==> src/rtl/perceptron_seq.sv <==
// perceptron_seq -- sequential shift-weighted perceptron classifier.
//
// One vector of N_FEAT unsigned features is accepted per handshake.  Each
// feature is scaled by a programmable power of two (shift only), summed
// serially with saturation, and the sum is then compared against a table of
// N_CLASS targets.  The lowest-indexed matching class is reported; on a miss
// out_hit=0 and out_class is all ones.
//
// Ports:
//   clk, rst              clock and synchronous active-high reset
//   in_valid/in_ready     feature vector handshake (ready only while idle)
//   features              packed features, feature i at [i*FEAT_W +: FEAT_W]
//   cfg_we/addr/wdata     config writes, honoured only while idle:
//                         addr 0..N_FEAT-1 weights (bit2 enable, bits1:0 shift),
//                         addr N_FEAT..N_FEAT+N_CLASS-1 class targets
//   busy                  high whenever a vector is in flight
//   out_valid/out_ready   result handshake; outputs held stable until taken
//   out_class/out_hit     matched class index / match flag
//   out_sum               saturated accumulated sum
module perceptron_seq #(
  parameter int N_FEAT  = 4,
  parameter int FEAT_W  = 4,
  parameter int ACC_W   = 10,
  parameter int N_CLASS = 10,
  parameter int CLASS_W = 4,
  parameter int CFG_AW  = 5
) (
  input  logic                     clk,
  input  logic                     rst,
  input  logic                     in_valid,
  output logic                     in_ready,
  input  logic [N_FEAT*FEAT_W-1:0] features,
  input  logic                     cfg_we,
  input  logic [CFG_AW-1:0]        cfg_addr,
  input  logic [ACC_W-1:0]         cfg_wdata,
  output logic                     busy,
  output logic                     out_valid,
  input  logic                     out_ready,
  output logic [CLASS_W-1:0]       out_class,
  output logic                     out_hit,
  output logic [ACC_W-1:0]         out_sum
);

  localparam int FI_W  = (N_FEAT > 1) ? $clog2(N_FEAT) : 1;
  localparam int EXT_W = ACC_W + FEAT_W + 4;

  typedef enum logic [1:0] {
    IDLE  = 2'd0,
    ACCUM = 2'd1,
    MATCH = 2'd2,
    DONE  = 2'd3
  } state_t;

  // Saturating add of one shifted feature; the sum is formed wide enough that
  // it can never wrap before being clamped to the accumulator maximum.
  function automatic logic [ACC_W-1:0] sat_add(input logic [ACC_W-1:0]  acc,
                                               input logic [FEAT_W-1:0] feat,
                                               input logic [2:0]        wt);
    logic [EXT_W-1:0] term;
    logic [EXT_W-1:0] sum;
    term = wt[2] ? (EXT_W'(feat) << wt[1:0]) : {EXT_W{1'b0}};
    sum  = EXT_W'(acc) + term;
    if (sum > EXT_W'({ACC_W{1'b1}})) begin
      return {ACC_W{1'b1}};
    end else begin
      return sum[ACC_W-1:0];
    end
  endfunction

  state_t                     state_r, state_nx_s;
  logic [N_FEAT*FEAT_W-1:0]   feat_r;
  logic [ACC_W-1:0]           acc_r;
  logic [FI_W-1:0]            idx_r;
  logic [CLASS_W-1:0]         j_r;
  logic                       hit_r;
  logic [CLASS_W-1:0]         cls_r;
  logic [2:0]                 wt_r  [N_FEAT];
  logic [ACC_W-1:0]           tgt_r [N_CLASS];

  logic [FEAT_W-1:0]          feat_sel_s;
  logic [2:0]                 wt_sel_s;
  logic [ACC_W-1:0]           tgt_sel_s;
  logic                       hit_fin_s;
  logic [CLASS_W-1:0]         cls_fin_s;

  // Select the feature/weight addressed by idx_r and the target addressed by j_r.
  always_comb begin
    feat_sel_s = {FEAT_W{1'b0}};
    wt_sel_s   = 3'b000;
    tgt_sel_s  = {ACC_W{1'b0}};
    for (int i = 0; i < N_FEAT; i++) begin
      if (idx_r == FI_W'(i)) begin
        feat_sel_s = feat_r[i*FEAT_W +: FEAT_W];
        wt_sel_s   = wt_r[i];
      end else begin
        feat_sel_s = feat_sel_s;
      end
    end
    for (int i = 0; i < N_CLASS; i++) begin
      if (j_r == CLASS_W'(i)) begin
        tgt_sel_s = tgt_r[i];
      end else begin
        tgt_sel_s = tgt_sel_s;
      end
    end
  end

  // Fold the last table entry into the match result so it lands with DONE.
  always_comb begin
    hit_fin_s = 1'b0;
    cls_fin_s = {CLASS_W{1'b1}};
    if (hit_r) begin
      hit_fin_s = 1'b1;
      cls_fin_s = cls_r;
    end else if (acc_r == tgt_sel_s) begin
      hit_fin_s = 1'b1;
      cls_fin_s = j_r;
    end else begin
      hit_fin_s = 1'b0;
      cls_fin_s = {CLASS_W{1'b1}};
    end
  end

  // Next-state logic.
  always_comb begin
    state_nx_s = state_r;
    case (state_r)
      IDLE: begin
        if (in_valid) state_nx_s = ACCUM;
        else          state_nx_s = IDLE;
      end
      ACCUM: begin
        if (idx_r == FI_W'(N_FEAT - 1)) state_nx_s = MATCH;
        else                            state_nx_s = ACCUM;
      end
      MATCH: begin
        if (j_r == CLASS_W'(N_CLASS - 1)) state_nx_s = DONE;
        else                              state_nx_s = MATCH;
      end
      DONE: begin
        if (out_ready) state_nx_s = IDLE;
        else           state_nx_s = DONE;
      end
      default: state_nx_s = IDLE;
    endcase
  end

  // State register.
  always_ff @(posedge clk) begin
    if (rst) state_r <= IDLE;
    else     state_r <= state_nx_s;
  end

  // Datapath: feature capture, serial accumulation and class-table scan.
  always_ff @(posedge clk) begin
    if (rst) begin
      feat_r <= {(N_FEAT*FEAT_W){1'b0}};
      acc_r  <= {ACC_W{1'b0}};
      idx_r  <= {FI_W{1'b0}};
      j_r    <= {CLASS_W{1'b0}};
      hit_r  <= 1'b0;
      cls_r  <= {CLASS_W{1'b0}};
    end else begin
      case (state_r)
        IDLE: begin
          if (in_valid) begin
            feat_r <= features;
            acc_r  <= {ACC_W{1'b0}};
            idx_r  <= {FI_W{1'b0}};
          end
        end
        ACCUM: begin
          acc_r <= sat_add(acc_r, feat_sel_s, wt_sel_s);
          idx_r <= idx_r + FI_W'(1);
          j_r   <= {CLASS_W{1'b0}};
          hit_r <= 1'b0;
          cls_r <= {CLASS_W{1'b0}};
        end
        MATCH: begin
          // Only the first match is kept, so lower indices win on duplicates.
          if (!hit_r && (acc_r == tgt_sel_s)) begin
            hit_r <= 1'b1;
            cls_r <= j_r;
          end
          j_r <= j_r + CLASS_W'(1);
        end
        default: begin
          acc_r <= acc_r;
        end
      endcase
    end
  end

  // Config registers; writes outside IDLE or to unmapped addresses never match.
  always_ff @(posedge clk) begin
    if (rst) begin
      for (int i = 0; i < N_FEAT; i++)  wt_r[i]  <= 3'b100;
      for (int i = 0; i < N_CLASS; i++) tgt_r[i] <= {ACC_W{1'b0}};
    end else if (cfg_we && (state_r == IDLE)) begin
      for (int i = 0; i < N_FEAT; i++) begin
        if (cfg_addr == CFG_AW'(i)) wt_r[i] <= cfg_wdata[2:0];
      end
      for (int i = 0; i < N_CLASS; i++) begin
        if (cfg_addr == CFG_AW'(N_FEAT + i)) tgt_r[i] <= cfg_wdata;
      end
    end
  end

  // Registered outputs, derived from the upcoming state so they align with it.
  always_ff @(posedge clk) begin
    if (rst) begin
      in_ready  <= 1'b1;
      busy      <= 1'b0;
      out_valid <= 1'b0;
      out_class <= {CLASS_W{1'b0}};
      out_hit   <= 1'b0;
      out_sum   <= {ACC_W{1'b0}};
    end else begin
      in_ready  <= (state_nx_s == IDLE);
      busy      <= (state_nx_s != IDLE);
      out_valid <= (state_nx_s == DONE);
      if ((state_r == MATCH) && (state_nx_s == DONE)) begin
        out_hit   <= hit_fin_s;
        out_class <= cls_fin_s;
        out_sum   <= acc_r;
      end
    end
  end

endmodule

==> config.mk <==
export PLATFORM = sky130hd
export DESIGN_NAME = perceptron_seq
export DESIGN_NICKNAME = d
export VERILOG_FILES = /design/src/rtl/perceptron_seq.sv
export SDC_FILE = /design/constraint.sdc
export NUM_CORES = 1
export LEC_CHECK = 0
export BUFFER_PORTS_ARGS = -buffer_cell sky130_fd_sc_hd__buf_2
export CAP_MARGIN = 20
export CORE_UTILIZATION = 45
export CTS_CLUSTER_SIZE = 25
export DETAILED_ROUTE_END_ITERATION = 7
export PLACE_DENSITY = 0.62
export SLEW_MARGIN = 20
export SYNTH_ARGS = -nofsm -noshare
export SYNTH_HDL_FRONTEND = slang
export SYNTH_SLANG_ARGS = --single-unit
==> constraint.sdc <==
create_clock -name clk -period 5.38 [get_ports clk]
set_clock_uncertainty 0.05 [all_clocks]
set_input_delay 0.538 -clock clk [delete_from_list [all_inputs] [get_ports clk]]
set_output_delay 0.538 -clock clk [all_outputs]
set_load 0.01 [all_outputs]
== Word level (Yosys, flattened, before mapping) ==
Memory sizes are Yosys's and may differ from the RTL's.
Index checks and enable logic that the tools add are counted.

* Output and inout bits: 18
* Bits in writable memories: 112
* Bits of input ports: 36
* Word-level logic and storage cells: 191
* Memories kept: 2
* Flip-flop bits (word level): 57

* Reductions and logical operators: 15
* Shift-type cells: 1
* $add $sub $neg: 3
* Multiplexer cells: 110
* Equality and inequality tests: 32
* Bitwise operators: 14
* Magnitude comparators: 1

{| class="wikitable"
|+ Memories
! memory !! depth !! bits a word !! read ports !! clocked after memory_dff !! wr ports !! RTL line !! RTL
|-
| tgt_r || 10 || 10 || 10 || 0 || 10 || 78 || <nowiki>logic [ACC_W-1:0] tgt_r [N_CLASS];</nowiki>
|-
| wt_r || 4 || 3 || 4 || 0 || 4 || 77 || <nowiki>logic [2:0] wt_r [N_FEAT];</nowiki>
|}

{| class="wikitable"
|+ Operator list
! kind !! count
|-
| $mux 10 || 22
|-
| $mux 1 || 63
|-
| $eq 5x4->1 const B || 6
|-
| $mux 4 || 7
|-
| $mux 3 || 8
|-
| $eq 5x3->1 const B || 4
|-
| $pmux 10 s2 || 1
|-
| $add 10x18->18 || 1
|-
| $gt 18x10->1 const B || 1
|-
| $mux 18 || 1
|-
| $shl 4x2->18 || 1
|-
| $eq 4x3->1 const B || 4
|-
| $pmux 4 s2 || 2
|-
| $or 1x1->1 || 14
|-
| $eq 10x10->1 || 1
|-
| $eq 2x2->1 const B || 5
|-
| $eq 5x2->1 const B || 2
|-
| $eq 4x2->1 const B || 2
|-
| $eq 4x4->1 const B || 2
|-
| $pmux 2 s4 || 1
|-
| $logic_not 2->1 || 3
|-
| $mux 2 || 3
|-
| $reduce_and 2->1 || 3
|-
| $reduce_bool 2->1 || 3
|-
| other kinds (12) || 16
|}

== Logic depth before layout (Yosys ltp) ==
Gate-level depths: netlist of the first run.

* Depth in word-level cells: 15
* Gate-level depth with buffers: 21
* Mapped depth without buffers: 21

== Worst setup path after synthesis of the first run ==
OpenSTA, ideal clock, no wires.

* Path type: flip-flop to flip-flop
* Start point: register idx_r[0]
* End point: register acc_r[1]
* Slack: 1691 ps
* Stages on the path, launching flop included: 19
* Period minus slack after synthesis: 3689 ps
* Setup time: 114 ps
* Buffers on the path: 1
* Arrival: 3525 ps
* Required time: 5216 ps
* Cells stage by stage: dfxtp_1 -> ha_1 -> clkbuf_1 -> nand3b_1 -> a21oi_1 -> a21oi_1 -> nor2_1 -> a21oi_1 -> mux2i_1 -> nor2_1 -> ha_1 -> nor2b_1 -> o21ai_0 -> a21boi_0 -> o21a_1 -> o21a_1 -> o211ai_1 -> a21oi_1 -> a21o_1

* Cells in the longest elaborated chain, start to end: 11
* Elaborated cells between the ends (all ways): 18
* Those cells by class: add/sub: 1; order compare: 1; eq/ne: 3; shift: 1; mux: 11; reduce/logical: 1

{| class="wikitable"
|+ RTL lines
! item !! RTL line !! RTL
|-
| start, declared || 73 || <nowiki>logic [FI_W-1:0] idx_r;</nowiki>
|-
| start signal, assigned || 159 || <nowiki>idx_r <= {FI_W{1'b0}};</nowiki>
|-
| start signal, assigned || 169 || <nowiki>idx_r <= {FI_W{1'b0}};</nowiki>
|-
| start signal, assigned || 174 || <nowiki>idx_r <= idx_r + FI_W'(1);</nowiki>
|-
| $logic_not 2->1 || 92 || <nowiki>if (idx_r == FI_W'(i)) begin</nowiki>
|-
| $mux 4 / $mux 3 (equally long branches) (4 in series) || 92 ||
|-
| $shl 4x2->18 || 61 || <nowiki>term = wt[2] ? (EXT_W'(feat) << wt[1:0]) : {EXT_W{1'b0}};</nowiki>
|-
| $mux 18 (*) || 61 ||
|-
| $add 10x18->18 (*) || 62 || <nowiki>sum = EXT_W'(acc) + term;</nowiki>
|-
| $gt 18x10->1 || 63 || <nowiki>if (sum > EXT_W'({ACC_W{1'b1}})) begin</nowiki>
|-
| $mux 10 (*) || 63 ||
|-
| $pmux 10 s2 (*) || 164 || <nowiki>case (state_r)</nowiki>
|-
| end signal, assigned || 158 || <nowiki>acc_r <= {ACC_W{1'b0}};</nowiki>
|-
| end signal, assigned || 168 || <nowiki>acc_r <= {ACC_W{1'b0}};</nowiki>
|-
| end signal, assigned || 173 || <nowiki>acc_r <= sat_add(acc_r, feat_sel_s, wt_sel_s);</nowiki>
|-
| end, declared || 72 || <nowiki>logic [ACC_W-1:0] acc_r;</nowiki>
|}

Mark *: on every way between the ends. The rest lies on a longest branch, timed or not.
A chain may end at the register's enable or synchronous reset.

== Worst setup path after layout of the first run ==
* Start point: register idx_r[1]
* End point: register acc_r[6]

Same word-level chain as after synthesis.

==> results of run 1 <==
logic make-up after synthesis:
kind of cell,Yosys count,share of synthesized area
mux,15,0.0176
buf+inv,77,0.0344
compound gates,207,0.150
flops,169,0.518
fa+ha+maj,20,0.0297
simple gates,394,0.244
xor+xnor,6,0.00605
layout by cell type (no fill, tap or decap), drive strengths merged, types with 10 or more instances in the layout:
cell	instances
edfxtp	112
nand2	107
and2	102
a21oi	86
buf	76
nor2	57
dfxtp	57
o21ai	39
inv	32
nand3b	28
nor2b	22
ha	19
clkbuf	18
nor3	14
mux2i	13
nor3b	12
a221oi	11
nand3	10
worst max-delay path: stages (launching register included):
cell	delay [ns]
dfxtp_1	0.34
inv_1	0.09
ha_1	0.39
nand3b_1	0.17
a21oi_1	0.07
a21oi_1	0.14
nor2_1	0.05
a21oi_1	0.43
nor2b_1	0.23
and3b_1	0.19
ha_1	0.16
inv_1	0.06
fa_1	0.40
nor2b_1	0.11
o21ai_0	0.10
a21boi_0	0.29
o21a_1	0.18
o21a_1	0.20
o211ai_1	0.17
o21a_1	0.16
o21ai_0	0.19
metrics by stage:
stage	setup slack [ns]	total power [mW]	utilization	area, um2
2_1_floorplan	1.69	1.56	-	8690
3_3_place_gp	1.36	1.63	0.492	9260
3_5_place_dp	1.25	1.64	0.492	9260
4_1_cts	1.14	2.78	0.520	9800
5_1_grt	0.676	2.85	0.521	9810
6_report	1.12	2.76	0.521	9810
sequential cells by signal (all words and copies together), names as in the netlist, 2 cells and up:
| signal | flops |
|---|---|
| j_r | 4 |
| state_r | 2 |
| feat_r | 16 |
| wt_r | 12 |
| tgt_r | 100 |
| cls_r | 4 |
| out_class | 4 |
| out_sum | 10 |
| acc_r | 10 |
| idx_r | 2 |
routing by layer:
layer  wire (um)  GRT usage
met4         485     0.0915
met3        1130     0.0346
met2       10400      0.370
met1       10900      0.350
met5           0          0
final cells by class:
class | instances | area, um2
fillers | 1730 | 9020
well taps | 260 | 325
clock buffers | 18 | 429
clock inverters | 14 | 114
flip-flops and latches | 169 | 4500
multi-input cells | 642 | 3890
inverters | 27 | 101
repair buffers | 76 | 438
power breakdown:
group | internal [mW] | total [mW] | switching, mW
Combinational | 0.0572 | 0.173 | 0.116
Clock | 0.602 | 1.15 | 0.544
Sequential | 1.42 | 1.44 | 0.0157
Total | 2.08 | 2.76 | 0.676
final timing paths:
| check | from | to |
|---|---|---|
| worst max-delay path | idx_r[1] | acc_r[6] |
| worst min-delay path | features[9] | feat_r[9] |
| worst max register to register | idx_r[1] | acc_r[6] |
| worst min register to register | out_sum[6] | out_sum[6] |
==> impl_metrics.env, run 1 <==
export IMPL_status="completed"
export IMPL_p_leak_nw=3.71
export IMPL_finalHoldViolCount=0
export IMPL_synthTopCellsByArea="edfxtp_1 (39%), dfxtp_1 (13%), and2_1 (7.3%)"
export IMPL_yosysUniqueCellTypes=67
export IMPL_reg2reg_depth=20
export IMPL_drive_gt1_frac=0.125
export IMPL_worst_pin_slew_ns=0.845
export IMPL_syn_nets=944
export IMPL_antenna_cells=0
export IMPL_die_area_um2=19900
export IMPL_wire_per_inst_um=19.0
export IMPL_power_density_nw_per_um2=281
export IMPL_holdWs_ns=0.289
export IMPL_io_pins=54
export IMPL_path_clk_slew_ns=0.07
export IMPL_slew_violations=0
export IMPL_die_w_um=141
export IMPL_rrSetupSlack_ns=1.12
export IMPL_drc=0
export IMPL_yosysWarnings=0
export IMPL_instances_no_fill=1206
export IMPL_netlist_area_um2=8690
export IMPL_setup_violations=0
export IMPL_fin_tns_setup_ns=0
export IMPL_final_nets=989
export IMPL_cts_resized=0
export IMPL_clock_sinks=169
export IMPL_fmaxAchievable_mhz=235
export IMPL_min_path_cells=3
export IMPL_grt_antenna_before_repair=0
export IMPL_grt_start_max_net_pins=47
export IMPL_via_per_inst=5.52
export IMPL_die_height_um=141
export IMPL_fp_row_count=50
export IMPL_vias=6658
export IMPL_synth_area_per_cell_um2=9.79
export IMPL_gr_usage_all_layers=0.243
export IMPL_post_synth_top_area_cell="edfxtp_1"
export IMPL_ys_ff_latch=169
export IMPL_routed_wl_um=22900
export IMPL_htree_levels=4
export IMPL_synth_common_cells="edfxtp_1 (112), nand2_1 (107), and2_1 (102)"
export IMPL_dp_cells=1174
export IMPL_drt_pass1_iterations=5
export IMPL_syn_instance_count=888
export IMPL_insertion_delay_ns=0.42
export IMPL_post_cts_setup_buffers=0
export IMPL_max_slew_margin_rel=0.432
export IMPL_worstHoldPathType="in2reg"
export IMPL_grt_pass1_wl_um=36000
export IMPL_ys_seq_area_frac=0.518
export IMPL_synth_top_area_share=0.387
export IMPL_arrival_ns=4.55
export IMPL_path_class="reg2reg"
export IMPL_ctsLongestPathBuffers=2
export IMPL_crit_fanout=14
export IMPL_cts_hold_buf=0
export IMPL_grt_pass1_vias=6367
export IMPL_synth_edf_count=112
export IMPL_cap_violations=0
export IMPL_synth_main_ff_cell="edfxtp_1"
export IMPL_dp_hpwl_um=15800
export IMPL_end_kind="flop"
export IMPL_cts_tree="done"
export IMPL_root_buffer="clkbuf_16"
export IMPL_area_delta_synth_final_pct=12.8
export IMPL_vdd_drop_max_mv=0.213
export IMPL_core_area_um2=18800
export IMPL_start_util=0.462
export IMPL_fin_crit_sh=0.792
export IMPL_start_kind="flop"
export IMPL_yosysMostFrequentCell="edfxtp_1"
export IMPL_grt_setup_unrepaired="false"
export IMPL_io_buffers=53
export IMPL_critPathRequiredTime_ns=5.67
export IMPL_cts_made_buffers=17
export IMPL_globalRouteOverflowTotal=0
export IMPL_period_needed_ns=4.26
export IMPL_dr_first_iter_drc_count=654
export IMPL_gp_congestion=0.849
export IMPL_synthArstFlopShare=0
export IMPL_ant_nets=0
No activity file was read; power rests on OpenSTA's default activity.
==> run 2, diff against run 1 <==
Clock period 5.38 ns to 4.18 ns, I/O delays scaled along.
==> impl_metrics.env, run 2 (synthesis gave the netlist of run 1 again) <==
export IMPL_status="completed"
export IMPL_dr_wl_met2_um=10100
export IMPL_die_height_um=141
export IMPL_final_cell_area_um2=9910
export IMPL_wl_met3_um=1070
export IMPL_reg2reg_depth=21
export IMPL_wire_per_inst_um=18.7
export IMPL_fin_crit_sh=0.897
export IMPL_gr_usage_all_layers=0.238
export IMPL_ctsLongestPathBuffers=2
export IMPL_top_register="tgt_r"
export IMPL_cp_startpoint="idx_r[0]"
export IMPL_io_pins=54
export IMPL_crit_fanout=7
export IMPL_min_path_cells=3
export IMPL_p_leak_nw=3.76
export IMPL_ant_nets=0
export IMPL_htree_levels=4
export IMPL_worstHoldPathType="in2reg"
export IMPL_worst_pin_slew_ns=0.952
export IMPL_cts_made_buffers=17
export IMPL_r2r_start="idx_r[0]"
export IMPL_slew_violations=0
export IMPL_globalRouteOverflowTotal=0
export IMPL_rrSetupSlack_ns=0.43
export IMPL_path_clk_slew_ns=0.07
export IMPL_gp_congestion=0.852
export IMPL_vdd_drop_max_mv=0.293
export IMPL_final_nets=1002
export IMPL_path_class="reg2reg"
export IMPL_grt_pass1_vias=6146
export IMPL_finalHoldViolCount=0
export IMPL_insertion_delay_ns=0.42
export IMPL_critPathRequiredTime_ns=4.48
export IMPL_vias=6612
export IMPL_routed_wl_um=22700
export IMPL_fp_row_count=50
export IMPL_dr_first_iter_drc_count=574
export IMPL_multi_input_area_um2=3890
export IMPL_fin_tns_setup_ns=0
export IMPL_power_density_nw_per_um2=358
export IMPL_drt_pass1_iterations=6
export IMPL_regArea_um2=4500
export IMPL_instances_no_fill=1218
export IMPL_grt_pass1_wl_um=35600
export IMPL_core_area_um2=18800
export IMPL_die_w_um=141
export IMPL_grt_setup_unrepaired="false"
export IMPL_end_kind="flop"
export IMPL_drive_gt1_frac=0.134
export IMPL_max_slew_margin_rel=0.364
export IMPL_die_area_um2=19900
export IMPL_drc=0
export IMPL_setup_violations=0
export IMPL_fmaxAchievable_mhz=267
export IMPL_largestRegisters="tgt_r: 100 flops, feat_r: 16 flops, wt_r: 12 flops"
export IMPL_antenna_cells=0
export IMPL_area_delta_synth_final_pct=14.0
export IMPL_dp_cells=1187
export IMPL_via_per_inst=5.43
export IMPL_grt_antenna_before_repair=0
export IMPL_cap_violations=0
export IMPL_period_needed_ns=3.75
export IMPL_root_buffer="clkbuf_16"
export IMPL_m1WireLength_um=11300
export IMPL_dp_hpwl_um=15700
export IMPL_place_ws_ns=0.297
export IMPL_start_util=0.462
export IMPL_layout_commonest_cell="edfxtp_1"
export IMPL_min_from="features[7]"
export IMPL_r2r_end="acc_r[6]"
export IMPL_mostFrequentLayoutCells="edfxtp_1 (112), nand2_1 (107), and2_1 (102), a21oi_1 (86)"
export IMPL_arrival_ns=4.05
export IMPL_top_layer_used="met4"
export IMPL_cts_tree="done"
export IMPL_p_total_mw=3.55
export IMPL_start_kind="flop"
export IMPL_grt_start_max_net_pins=50
export IMPL_largest_register_ffs=100
export IMPL_final_util=0.526
export IMPL_placed_area_um2=9370
export IMPL_holdWs_ns=0.174
export IMPL_fillers=1745
export IMPL_io_buffers=53
export IMPL_holdPathEnd="feat_r[7]"
export IMPL_setup_ws_ns=0.431
export IMPL_clock_sinks=169
run 2: changes by cell type in the layout (fill, tap and decap cells not counted), moves of 2 or more:
cell,before,now
buf_4,23,35
inv_6,6,1
clkinvlp_4,2,5
clkbuf_1,1,3
ha_1,19,17
ha_2,0,2
run 2: where the power goes:
| part | switching (mW) | total (mW) | internal, mW |
|---|---|---|---|
| clock network | 0.657 | 1.47 | 0.816 |
| logic | 0.147 | 0.224 | 0.0766 |
| registers | 0.0201 | 1.85 | 1.83 |
| total | 0.825 | 3.55 | 2.72 |
run 2: what timing repair did:
action	4_1_cts	5_1_grt
endpoints found under the setup margin	0	9
hold buffers	0	0
gates resized for setup	0	4
buffers inserted	0	0
run 2: area by class of cell:
cell class	instances	share of cell area
clock buffer	20	0.0441
tap	260	0.0328
clock inverter	11	0.0102
inverter	27	0.0102
sequential	169	0.454
timing repair buffer	89	0.0553
multi-input combinational	642	0.393
run 2: how the worst max path moves through the flow:
stage / slack (ns) / end / cells after the start
5_1_grt: 0.02 / acc_r[1] / 21
2_1_floorplan: 0.49 / acc_r[1] / 18
3_5_place_dp: 0.30 / acc_r[1] / 19
3_3_place_gp: 0.34 / acc_r[1] / 19
4_1_cts: 0.27 / acc_r[1] / 19
6_report: 0.43 / acc_r[6] / 21
run 2: critical path, stage by stage, from the launching register on:
cell and delay (ns):
dfxtp_1 0.40, inv_1 0.09, ha_1 0.29, nand3b_1 0.11, a21oi_1 0.07, a21oi_1 0.13, nor2_1 0.05, a21oi_1 0.12
buf_4 0.16, nor2b_1 0.15, and3b_1 0.18, ha_1 0.17, inv_1 0.06, fa_1 0.40, nor2b_1 0.12, o21ai_1 0.08
a21boi_1 0.21, o21a_1 0.16, o21a_1 0.19, o211ai_1 0.19, o21a_1 0.16, o21ai_0 0.13
run 2: routing by layer:
metal  vias to the layer above  track usage
li1                       3290            -
met1                      3137        0.358
met2                       166        0.359
met3                        19       0.0350
met4                         0       0.0612
met5                         -            0
==> run 3, diff against run 2 <==
Settings changed: CORE_UTILIZATION 45 to 61, PLACE_DENSITY 0.62 to 0.8, SLEW_MARGIN 20 to 5.
==> impl_metrics.env, run 3 (synthesis gave the netlist of run 1 again) <==
export IMPL_status="completed"
export IMPL_gr_usage_all_layers=0.327
export IMPL_dp_hpwl_um=15600
export IMPL_slew_violations=0
export IMPL_area_delta_synth_final_pct=13.2
export IMPL_clock_sinks=169
export IMPL_root_buffer="clkbuf_16"
export IMPL_cts_made_buffers=17
export IMPL_regArea_um2=4510
export IMPL_die_w_um=121
export IMPL_die_height_um=121
export IMPL_cap_violations=0
export IMPL_core_area_um2=13900
export IMPL_setup_violations=0
export IMPL_ctsLongestPathBuffers=2
export IMPL_antenna_cells=0
export IMPL_max_slew_margin_rel=0.395
export IMPL_path_clk_slew_ns=0.07
export IMPL_start_kind="flop"
export IMPL_power_frac_clock=0.438
export IMPL_grt_start_max_net_pins=50
export IMPL_power_density_nw_per_um2=376
export IMPL_final_nets=995
export IMPL_arrival_ns=4.10
export IMPL_worstHoldPathType="in2reg"
export IMPL_drt_pass1_iterations=5
export IMPL_start_util=0.626
export IMPL_cts_tree="done"
export IMPL_fin_crit_sh=0.917
export IMPL_ant_nets=0
export IMPL_p_total_mw=3.70
export IMPL_wire_per_inst_um=20.5
export IMPL_htree_levels=4
export IMPL_p_sw_mw=0.830
export IMPL_fillers=1040
export IMPL_path_class="reg2reg"
export IMPL_globalRouteOverflowTotal=0
export IMPL_fin_tns_setup_ns=0
export IMPL_layout_commonest_cell="edfxtp_1"
export IMPL_reg2reg_depth=22
export IMPL_drive_gt1_frac=0.133
export IMPL_min_path_cells=3
export IMPL_insertion_delay_ns=0.43
export IMPL_intPower_mw=2.87
export IMPL_die_area_um2=14700
export IMPL_holdWs_ns=0.179
export IMPL_seq_power_share=0.500
export IMPL_critPathRequiredTime_ns=4.44
export IMPL_largest_register_ffs=100
export IMPL_vias=7087
export IMPL_gp_congestion=0.974
export IMPL_multi_input_area_um2=3910
export IMPL_period_needed_ns=3.83
export IMPL_largestRegisters="tgt_r: 100 flops, feat_r: 16 flops, wt_r: 12 flops"
export IMPL_mostFrequentLayoutCells="edfxtp_1 (112), nand2_1 (107), and2_1 (102), a21oi_1 (85), nor2_1 (57)"
export IMPL_vdd_drop_max_mv=0.280
export IMPL_p_leak_nw=3.78
export IMPL_top_register="tgt_r"
export IMPL_end_kind="flop"
export IMPL_cts_hold_buf=0
export IMPL_io_pins=54
export IMPL_fmaxAchievable_mhz=261
export IMPL_worst_pin_slew_ns=0.900
export IMPL_drc=0
export IMPL_final_util=0.709
export IMPL_grt_antenna_before_repair=0
export IMPL_place_ws_ns=-0.0575
export IMPL_grt_pass1_wl_um=36100
export IMPL_routed_wl_um=23200
export IMPL_via_per_inst=6.26
export IMPL_power_frac_comb=0.062
export IMPL_crit_fanout=8
export IMPL_io_buffers=53
export IMPL_grt_pass1_vias=6750
export IMPL_finalHoldViolCount=0
export IMPL_setup_ws_ns=0.347
export IMPL_grt_setup_unrepaired="false"
export IMPL_fp_row_count=43
export IMPL_dr_first_iter_drc_count=753
export IMPL_p_sw_frac=0.224
run 3: changes by cell type in the layout (fill, tap and decap cells not counted), moves of 2 or more:
cell        delta
o21ai_1        +5
o21ai_0        -5
clkinv_1       -2
buf_4          -6
clkbuf_8       +2
clkbuf_16      +3
clkinvlp_4     -4
run 3: final cells by class:
class,instances,area share
Inverter,27,0.0103
Multi-Input combinational cell,642,0.397
Timing Repair Buffer,82,0.0491
Clock inverter,7,0.00801
Sequential cell,169,0.458
Tap cell,180,0.0229
Clock buffer,25,0.0548
run 3: stage by stage:
step / instance area [um2] / cells
after global routing: 9840 / 1132
after detailed placement: 9180 / 1097
final: 9840 / 1132
after floorplan: 8690 / 888
after CTS: 9800 / 1129
after global placement: 9180 / 1097
run 3: power by group through the flow:
stage | logic (mW) | registers, mW | clock network [mW]
6_report | 0.229 | 1.85 | 1.62
5_1_grt | 0.249 | 1.86 | 1.69
2_1_floorplan | 0.130 | 1.88 | 0
3_3_place_gp | 0.209 | 1.88 | 0
3_5_place_dp | 0.218 | 1.89 | 0
4_1_cts | 0.221 | 1.85 | 1.61
run 3: metal layers:
metal,up-vias,GRT usage,part of all wire
li1,3278,-,-
met3,56,0.0757,0.093
met2,362,0.509,0.47
met4,0,0.127,0.032
met1,3391,0.442,0.41
met5,-,0,0
run 3: repair_timing:
item | CTS | global route
pin swaps | 0 | 1
gates resized for setup | 1 | 7
buffers inserted | 0 | 2
endpoints found under the setup margin | 9 | 10
run 3: final timing paths:
path	from	endpoint	slack (ns)
min	features[11]	feat_r[11]	0.18
max	idx_r[1]	acc_r[1]	0.35
max reg2reg	idx_r[1]	acc_r[1]	0.35
min reg2reg	out_sum[0]	out_sum[0]	0.40
run 3: critical path, cell delays in order (launching register included):
cell      delay, ns
dfxtp_1        0.40
inv_1          0.11
ha_2           0.24
nand2_1        0.08
nor2_1         0.05
a21oi_1        0.18
nor2_1         0.06
a21oi_1        0.12
nor2_1         0.05
a21oi_1        0.12
buf_4          0.16
and3b_1        0.19
ha_1           0.19
inv_1          0.07
fa_1           0.20
nor2b_1        0.05
o21ai_1        0.17
a21boi_1       0.11
o21a_1         0.19
o21a_1         0.23
o211ai_1       0.40
a21oi_1        0.13
a21o_1         0.16
